**config.mk**
```make
export PLATFORM = sky130hd
export DESIGN_NAME = nes_fetch_unit
export DESIGN_NICKNAME = d
export VERILOG_FILES = /design/src/rtl/nes_fetch_unit.sv
export SDC_FILE = /design/constraint.sdc
export NUM_CORES = 1
export LEC_CHECK = 0
export CAP_MARGIN = 25
export CORE_MARGIN = 8
export CORE_UTILIZATION = 53
export CTS_CLUSTER_SIZE = 14
export DETAILED_ROUTE_END_ITERATION = 7
export PLACE_DENSITY = 0.79
export RECOVER_POWER = 25
export SYNTH_ARGS = -nofsm -noshare
export SYNTH_HDL_FRONTEND = slang
export SYNTH_SLANG_ARGS = --single-unit
export TNS_END_PERCENT = 50
```
**constraint.sdc**
```tcl
create_clock -name clk -period 3.77 [get_ports clk]
set_input_delay 1.131 -clock clk [delete_from_list [all_inputs] [get_ports clk]]
set_output_delay 1.131 -clock clk [all_outputs]
set_load 0.1 [all_outputs]
```
**src/rtl/nes_fetch_unit.sv**
```systemverilog
// nes_fetch_unit: byte prefetch queue and variable-length instruction assembler (NES_FETCH_BYPASS_EN adds empty-queue bypass)
module nes_fetch_unit #(
  parameter int ADDR_W = 16,
  parameter int MAX_INSTR_SIZE = 3,
  parameter int QUEUE_DEPTH = 4,
  parameter logic [ADDR_W-1:0] BOOT_ADDR = '0,
  parameter int LEN_W = $clog2(MAX_INSTR_SIZE + 1)
) (
  input  logic                        clk,
  input  logic                        rst,
  output logic                        mem_req,
  output logic [ADDR_W-1:0]           mem_addr,
  input  logic                        mem_ack,
  input  logic [7:0]                  mem_rdata,
  output logic [7:0]                  len_opcode,
  input  logic [LEN_W-1:0]            len_bytes,
  output logic                        instr_valid,
  input  logic                        instr_ready,
  output logic [8*MAX_INSTR_SIZE-1:0] instr_bytes,
  output logic [LEN_W-1:0]            instr_len,
  output logic [ADDR_W-1:0]           instr_pc,
  input  logic                        redirect_valid,
  input  logic [ADDR_W-1:0]           redirect_pc,
  output logic [1:0]                  fetch_state
);
  localparam int PW = $clog2(QUEUE_DEPTH);
  localparam int CW = PW + 1;
  typedef enum logic [1:0] {FETCH_OPCODE, FETCH_OPERANDS, FETCH_VALID} state_t;
  state_t state, state_n;
  logic [7:0] q [QUEUE_DEPTH];
  logic [PW-1:0] rd_ptr, wr_ptr;
  logic [CW-1:0] count;
  logic pend, stale, good, bypass, take, push, pop;
  logic [ADDR_W-1:0] pend_addr, fetch_pc, pop_pc;
  logic [LEN_W-1:0] len, held, len_lat;
  logic [7:0] cur_byte;
  assign mem_req = !rst && (pend || count < CW'(QUEUE_DEPTH));
  assign mem_addr = pend ? pend_addr : fetch_pc;
  assign good = mem_req && mem_ack && !stale && !redirect_valid;
`ifdef NES_FETCH_BYPASS_EN
  assign bypass = good && count == '0 && state != FETCH_VALID;
`else
  assign bypass = 1'b0;
`endif
  assign cur_byte = count != '0 ? q[rd_ptr] : mem_rdata;
  assign take = (count != '0 || bypass) && state != FETCH_VALID && !redirect_valid;
  assign pop = take && count != '0;
  assign push = good && !bypass;
  assign len_opcode = cur_byte;
  assign len_lat = (len_bytes == '0 || {1'b0, len_bytes} > (LEN_W + 1)'(MAX_INSTR_SIZE)) ? LEN_W'(1) : len_bytes;
  assign instr_valid = state == FETCH_VALID;
  assign instr_len = len;
  assign fetch_state = state;
  always_comb begin
    state_n = redirect_valid ? FETCH_OPCODE :
              state == FETCH_VALID ? (instr_ready ? FETCH_OPCODE : FETCH_VALID) :
              !take ? state :
              state == FETCH_OPCODE ? (len_lat == LEN_W'(1) ? FETCH_VALID : FETCH_OPERANDS) :
              held + LEN_W'(1) == len ? FETCH_VALID : FETCH_OPERANDS;
  end
  always_ff @(posedge clk) begin
    if (rst) begin
      state <= FETCH_OPCODE;
      rd_ptr <= '0;
      wr_ptr <= '0;
      count <= '0;
      pend <= 1'b0;
      stale <= 1'b0;
      pend_addr <= BOOT_ADDR;
      fetch_pc <= BOOT_ADDR;
      pop_pc <= BOOT_ADDR;
      len <= '0;
      held <= '0;
      instr_bytes <= '0;
      instr_pc <= BOOT_ADDR;
    end else begin
      state <= state_n;
      if (mem_req && mem_ack) begin
        pend <= 1'b0;
        stale <= 1'b0;
      end else if (mem_req) begin
        pend <= 1'b1;
        pend_addr <= mem_addr;
        stale <= stale || redirect_valid;
      end
      fetch_pc <= redirect_valid ? redirect_pc : good ? mem_addr + ADDR_W'(1) : fetch_pc;
      pop_pc <= redirect_valid ? redirect_pc : take ? pop_pc + ADDR_W'(1) : pop_pc;
      if (redirect_valid) begin
        rd_ptr <= '0;
        wr_ptr <= '0;
        count <= '0;
      end else begin
        if (push) begin
          q[wr_ptr] <= mem_rdata;
          wr_ptr <= wr_ptr + PW'(1);
        end
        if (pop) rd_ptr <= rd_ptr + PW'(1);
        count <= count + CW'(push) - CW'(pop);
      end
      if (take && state == FETCH_OPCODE) begin
        instr_bytes <= (8 * MAX_INSTR_SIZE)'(cur_byte);
        instr_pc <= pop_pc;
        len <= len_lat;
        held <= LEN_W'(1);
      end else if (take) begin
        instr_bytes[8*held +: 8] <= cur_byte;
        held <= held + LEN_W'(1);
      end
    end
  end
endmodule
```
Word level (Yosys, flattened, before mapping). Memories as Yosys holds them, arrays and structs flattened. A register that Yosys moved wholly into a read port is not among the register bits. Index checks and enable logic that the tools add are counted.

Bits in registers: 103. Memory bits (writable): 32. Output and inout bits: 70. Logic and storage cells: 80. Memories: 1.

Memory list: q (depth 4, bits a word 8, read ports 1, clocked after memory_dff 1, write ports 1, RTL line 30) `logic [7:0] q [QUEUE_DEPTH];`.

Add/sub/neg operators: 8. Magnitude comparators: 1. Eq/ne operators: 4. Shifts and indexed selects: 2. Mux-type cells: 24. Bitwise logic cells: 1. Reduce and logical (&&, ||, !) cells: 24.

Operators by type and width (number): $mux 16 (5); $neg 5->34 (1); $shift 8x34->24 const A (1); $shiftx 8x34->24 (1); $add 16x1->16 const B (2); $bwmux 24 (1); $mux 8 (3); $mux 2 (9); $logic_and 1x1->1 (8); $reduce_bool 2->1 (4); $add 2x1->2 const B (3); $mux 1 (6); $reduce_or 2->1 (3); $logic_not 2->1 (2); $add 3x1->3 (1); $logic_not 1->1 (3); $lt 3x3->1 const B (1); $reduce_bool 3->1 (1); $sub 3x1->3 (1); $eq 2x1->1 const B (1); $eq 2x2->1 (1); $eq 2x2->1 const B (1); $logic_or 1x1->1 (2); $ne 2x2->1 const B (1); 2 further kinds (2).

Logic depth before layout (Yosys ltp). Gate-level depths: netlist of run 1.

Word-level depth: 10. Depth in mapped cells: 12.

Worst setup path after synthesis of run 1. Ideal clock, no wire load.

Kind: in2out. Start: in rst. End: out mem_req. Arrival time: 2.622 ns. Required time: 2.639 ns. Path slack: 0.017 ns. Stages on the path: 2. Path buffers: 1. Cell sequence: clkbuf_1 nor2_1.

Cells in the longest elaborated chain, start to end: 2.

Ends and longest elaborated chain: start, declared (RTL line 10) `input logic rst,`; $logic_not 1->1 (RTL line 37) `assign mem_req = !rst && (pend || count < CW'(QUEUE_DEPTH));`; $logic_and 1x1->1 (RTL line 37); end, declared (RTL line 11) `output logic mem_req,`.

No other way between the ends.

Worst setup path after layout of run 1.
Start: in mem_rdata[5]. End: out len_opcode[5].

Cells in the longest elaborated chain, start to end: 1.

Ends and longest elaborated chain: start, declared (RTL line 14) `input logic [7:0] mem_rdata,`; $mux 8 (RTL line 45) `assign cur_byte = count != '0 ? q[rd_ptr] : mem_rdata;`; end, declared (RTL line 15) `output logic [7:0] len_opcode,`.

No other way between the ends.

==> reports/summary.txt, run 1 <==
Status: complete, no violations
Total number of vias: 5049
Hold/Removal Path Class: reg -> reg
RD Place Congestion: 0.8620
Pint: 2.715 mW
Initial Util: 53.85%
Count leader, synth: dfxtp_1
Final hold vios: 0
CP Launch Type: primary input
Vias in the first global route: 4941
CTS tree: yes
Number of synthesized flops with an enable pin: 32
Flop-to-flop setup slack: 0.94 ns
Sw frac: 29.52%
Setup bufs post-CTS: 0
First-pass DRT Iterations: 5
Post-synth cell types: 53
Post-Route Skew: 0.009327 ns
Worst VDD drop: 0.0003232 V
H-tree levels: 4
Filler instances: 856
Gr usage total: 20.56%
Clock network power share: 41.9%
CTS Buf Count: 17
Number of synthesized register bits: 137
Final setup vio count: 0
Clock Tree Buf Depth: 2
Most common library cells after synthesis: dfxtp_1 (105), nand2_1 (87), nor2_1 (52)
Reg clk slew, reported paths: 0.05 ns
Final period utilization: 90.86%
Clk root buf: clkbuf_16
Synth async-reset ratio: 0%
Initial antenna violation count: 0
Worst Path Required: 2.64 ns
Syn Area/Cell: 9.749 sq um
Final WL: 15.38 mm
Routed Antenna Nets: 0
Clock Latency Late Sink: 0.42 ns
Seq pwr share: 41.5%
Initial DRC count: 484
Final Max Slew Viols: 0
Die area: 15250 sq um
Fmax: 291.9 MHz
Largest net degree at the start of global routing: 75
Relative slew slack: 5.832%
CP Capture Point: len_opcode[5]
Post-synth top area share: 34.33%
Gr ovfl total: 0
Share of cells above drive strength 1: 18.11%
Nets: 771
First-pass GRT wire length: 24.72 mm
Critical setup path kind: in -> out
Final setup TNS: 0 ns
Layout Utilization: 68.12%
Tmin final: 3.426 ns
CTS Sinks: 137
CTS resizes: 0
Die Y: 123.5 um
Hold wc startpoint: instr_pc[10]
Leakage: 3.004 nW
IO buf count: 100
R2R depth: 12
Switching power: 1.137 mW
RR Startpoint: pend
Max FO, Critical Path: 5
Vias per Instance: 5.718
Die W: 123.5 um
Comb power frac: 16.7%
Core Region: 11370 sq um
Pwr dens: 497.4 nW/um^2
Actual slew at the worst max-slew pin: 1.413 ns
Final HPWL DP: 10.75 mm
I/O Pins: 101
Synth top area cells: dfxtp_1 (34%), edfxtp_1 (16%), nand2_1 (5.3%)
Critical Path AT: 2.29 ns
Top FF cell, synth: dfxtp_1
DRC: 0
RSZ-0062 raised after global routing: false
Synth Instances: 628
Syn. warnings: 0
Drt wl/cell: 17.41 um
Diodes inserted: 0
Critical Path End Type: output port
Area grow syn2layout: 26.51%
Mapped cell area: 6122 sq um
Max-cap violations: 0
Rows: 39
Syn Nets: 672
Critical Path Source: mem_rdata[5]
Seq/Total Area, Yosys: 50.03%
Largest area contributor in the netlist: dfxtp_1
Hold-fix buffer count after cts: 0
RR Endpoint: count[2]
==> layer usage <==
metal	GRT usage, %	vias up	wire [um]
met2	32.34	190	7307
met4	8.352	0	309
met1	26.72	2424	6685
li1	-	2410	-
met5	0	-	0
met3	4.932	25	1072
==> state kept, by name, summed over array words and instances, names as in the netlist, named ones only <==
| signal | count |
|---|---|
| pop_pc | 16 |
| instr_bytes | 24 |
| instr_len | 2 |
| wr_ptr | 2 |
| stale | 1 |
| pend | 1 |
| rd_ptr | 2 |
| pend_addr | 16 |
| instr_pc | 16 |
| fetch_state | 2 |
| held | 2 |
| q | 32 |
| fetch_pc | 16 |
| count | 3 |
==> worst max-delay path: stages <==
cell and delay, ns:
dlygate4sd3_1 0.63, nand2_1 0.08, nand2_1 0.23, buf_12 0.22
==> cells by family after synthesis <==
family	count (synthesis)	share of synthesized area (%)
adder cells (fa/ha/maj)	13	2.779
flip-flops	137	50.03
AND/OR/NAND/NOR	234	19.37
AO/OA/AOI/OAI	118	11.89
buffers and inverters	58	3.720
XOR/XNOR	33	4.721
multiplexers	35	7.480
==> cell type report <==
cell class                 count  area, sq um  share of cell area (%)
timing repair buffer         113         1010                   13.04
tap                          143        178.9                   2.310
inverter                      25        93.84                   1.212
clock buffer                  17        425.4                   5.493
sequential                   137         3063                   39.55
multi-input combinational    433         2821                   36.43
clock inverter                15        152.6                   1.971
==> how the worst min path moves through the flow <==
stage          cells past startpoint           end  slack (ns)
2_1_floorplan                      2  instr_pc[15]        0.44
3_3_place_gp                       2  instr_pc[15]        0.44
3_5_place_dp                       2  instr_pc[10]        0.45
4_1_cts                            2  instr_pc[10]        0.46
5_1_grt                            2  instr_pc[15]        0.48
6_report                           2  instr_pc[10]        0.46
==> metrics by stage <==
step / power, mW / cells / hold slack (ns) / cell area [sq um] / setup slack (ns)
floorplan: 2.069 / 628 / 0.4437 / 6122 / 0.01667
global placement: 2.257 / 851 / 0.4449 / 7198 / 0.2348
detailed placement: 2.268 / 851 / 0.4529 / 7198 / 0.1344
CTS: 3.870 / 883 / 0.4603 / 7776 / 0.4164
global route: 3.979 / 883 / 0.4816 / 7745 / 0.2958
finish: 3.852 / 883 / 0.4557 / 7745 / 0.3444
==> power by group through the flow <==
stage	combinational, mW	clock, mW	sequential, mW
2_1_floorplan	0.404	0	1.66
5_1_grt	0.675	1.70	1.60
4_1_cts	0.646	1.63	1.60
3_5_place_dp	0.641	0	1.63
6_report	0.642	1.61	1.60
3_3_place_gp	0.632	0	1.62
==> layout by cell type, fill, tap and decap left out, types with 3 or more instances in the layout <==
cell type          n
mux2i_1           21
a211oi_1          10
xor2_1            14
nand2b_1          17
clkdlybuf4s50_1   20
clkbuf_16         17
clkinv_4           3
nand3_1           12
and3_1             9
inv_1             22
nor2_1            52
clkbuf_1           5
xnor2_1           19
a21oi_1           44
buf_12             9
inv_2              3
edfxtp_1          32
a21boi_0           4
o21ai_0           17
nand2_1           87
dfxtp_1          105
ha_1              12
mux4_2             8
clkinvlp_4         5
dlygate4sd3_1      9
nand4b_1           3
buf_4             68
mux2_2             6
nor3_1            13
nand4_1           13
a22oi_1           26
o22ai_1            7
nor3b_1           12
Note: power is estimated with default switching activity, not from simulation.
==> run 2: changes to the inputs <==
CAP_MARGIN = 0   (was 25)
==> results of run 2 <==
The final DEF is identical to that of run 1; final timing and power are the same.
==> run 3: changes to the inputs <==
ABC_AREA = 1   (was default)
CORE_UTILIZATION = 54   (was 53)
PLACE_DENSITY = 0.8   (was 0.79)
==> reports/summary.txt, run 3 <==
Status: complete, no violations
Post-Synth Adder-Cell Area: 2.603%
Relative slew slack: 11.84%
Pwr dens: 490.8 nW/um^2
Core Region: 11910 sq um
Crit path cell chain: dlygate4sd3_1 -> nor2_1 -> a31oi_1 -> buf_12
Largest reg by FF count: q
Mapped cell area: 6536 sq um
Final Max Slew Viols: 0
Post-synthesis simple-gate area fraction: 23.93%
Mux contribution to synthesized area: 0%
CTS resizes: 0
Worst slack at placement: 0.2522 ns
Post-synth top area share: 32.16%
Max reg flops: 32
Synth Instances: 841
Largest net degree at the start of global routing: 48
Number of synthesized register bits: 137
Largest area contributor in the netlist: dfxtp_1
Rows: 40
CP max stage delay: 0.62 ns
Final period utilization: 94.61%
WP depth: 4
Tmin final: 3.567 ns
Setup ws final: 0.2033 ns
Setup bufs post-CTS: 0
Largest family of logic cells by synthesized area: simple AND/OR/NAND/NOR gates
CP top delay family: buffers and inverters
Worst VDD drop: 0.0003545 V
RD Place Congestion: 0.8927
Gr usage total: 21.67%
Biggest regs: q: 32 flops, instr_bytes: 24 flops
IO buf count: 100
Die area: 15880 sq um
CP Launch Type: primary input
XOR/XNOR share of the synthesized area: 1.608%
Share of cells above drive strength 1: 15.38%
Count leader, synth: nand2_1
Diodes inserted: 0
Final hold vios: 0
Final Power: 4.019 mW
Synth top area cells: dfxtp_1 (32%), edfxtp_1 (15%), nand2_1 (12%)
Vias per Instance: 5.419
Compound-Gate Fraction of Synth Area: 16.58%
First-pass DRT Iterations: 6
DRC: 0
RR Startpoint: pend
Vias in the first global route: 5863
Final setup TNS: 0 ns
Final setup vio count: 0
RR Endpoint: count[2]
Initial DRC count: 500
Initial Util: 54.87%
Syn. warnings: 0
CTS Buf Count: 17
First-pass GRT wire length: 28.08 mm
Worst Path Required: 2.64 ns
Final WL: 16.85 mm
RSZ-0062 raised after global routing: false
R2R depth: 14
Most common library cells after synthesis: nand2_1 (204), dfxtp_1 (105), nor2_1 (82)
I/O Pins: 101
Fmax: 280.4 MHz
Drt wl/cell: 15.27 um
Hold/Removal Path Class: reg -> reg
Bufs and invs on worst path: 2
Leakage: 3.283 nW
Total number of vias: 5977
Hold-fix buffer count after cts: 0
CTS tree: yes
Max FO, Critical Path: 5
Seq/Total Area, Yosys: 46.86%
Final HPWL DP: 11.80 mm
Routed Antenna Nets: 0
Number of synthesized flops with an enable pin: 32
Clk root buf: clkbuf_16
Most frequent cells in the layout: nand2_1 (204), dfxtp_1 (105), nor2_1 (82)
Synth async-reset ratio: 0%
Area grow syn2layout: 25.29%
Critical Path Source: mem_rdata[2]
Die W: 126.0 um
Flop-to-flop setup slack: 0.68 ns
Syn Nets: 885
Actual slew at the worst max-slew pin: 1.322 ns
Nets: 987
Post-synth cell types: 41
Clock Tree Buf Depth: 2
Most common cell after layout, fill and taps aside: nand2_1
Post-Route Skew: 0.006408 ns
Filler instances: 985
Critical setup path kind: in -> out
Slowest stage cell, crit path: dlygate4sd3_1
Max-cap violations: 0
Initial antenna violation count: 0
Clock Latency Late Sink: 0.42 ns
Reg clk slew, reported paths: 0.06 ns
Top FF cell, synth: dfxtp_1
CTS Sinks: 137
Die Y: 126.0 um
Syn Area/Cell: 7.772 sq um
Critical Path AT: 2.44 ns
Gr ovfl total: 0
CP Capture Point: len_opcode[2]
H-tree levels: 4
Critical Path End Type: output port
-- run 3: cells by family after synthesis --
family	after synthesis
compound gates	187
simple gates	367
buf+inv	125
xor+xnor	12
flops	137
fa+ha+maj	13
-- run 3: routing by layer --
| layer | share of wire, % | global-route usage, % | routed length, um | vias up |
|---|---|---|---|---|
| met5 | 0 | 0 | 0 | - |
| met3 | 7.5 | 5.949 | 1260 | 31 |
| met1 | 41 | 24.33 | 6843 | 2724 |
| li1 | - | - | - | 2981 |
| met2 | 50 | 38.16 | 8403 | 241 |
| met4 | 2.0 | 8.563 | 340 | 0 |
-- run 3: worst min-delay path by stage --
| stage | start | end | slack [ns] | cells after the start |
|---|---|---|---|---|
| finish | instr_bytes[16] | instr_bytes[16] | 0.46 | 2 |
| global route | instr_bytes[16] | instr_bytes[16] | 0.48 | 2 |
| CTS | instr_bytes[16] | instr_bytes[16] | 0.47 | 2 |
| detailed placement | instr_bytes[16] | instr_bytes[16] | 0.46 | 2 |
| global placement | instr_bytes[16] | instr_bytes[16] | 0.45 | 2 |
| floorplan | pend_addr[13] | pend_addr[13] | 0.45 | 2 |
-- run 3: worst reg2reg max path: stages (launching register included) --
cell and delay [ns]:
dfxtp_1 0.31, buf_4 0.37, inv_4 0.18, a21oi_1 0.41, nand3_1 0.27, nor2_2 0.20, inv_2 0.12, ha_1 0.30
inv_1 0.05, ha_1 0.12, inv_1 0.05, fa_1 0.36, inv_1 0.07, o21ai_0 0.08, a21oi_1 0.14
-- run 3: final cells by class --
cell class                      count  area (sq um)  share of cell area (%)
Clock buffer                       19         442.9                   5.409
Clock inverter                     13         141.4                   1.727
Inverter                           91         344.1                   4.202
Multi-Input combinational cell    579          2907                   35.49
Sequential cell                   137          3063                   37.40
Tap cell                          147         183.9                   2.246
Timing Repair Buffer              117          1107                   13.52
-- run 3: report_power, final --
group          switching [mW]  internal (mW)
clock                   0.649          0.996
sequential             0.0357           1.56
combinational           0.563          0.219
total                    1.25           2.77
-- run 3: stage by stage --
stage | hold slack, ns | utilization (%) | instances | cell area [sq um]
floorplan | 0.4454 | - | 841 | 6536
global placement | 0.4525 | 64.35 | 1071 | 7665
global route | 0.4802 | 68.75 | 1103 | 8189
finish | 0.4635 | 68.75 | 1103 | 8189
CTS | 0.4652 | 69.25 | 1103 | 8249
detailed placement | 0.4557 | 64.35 | 1071 | 7665
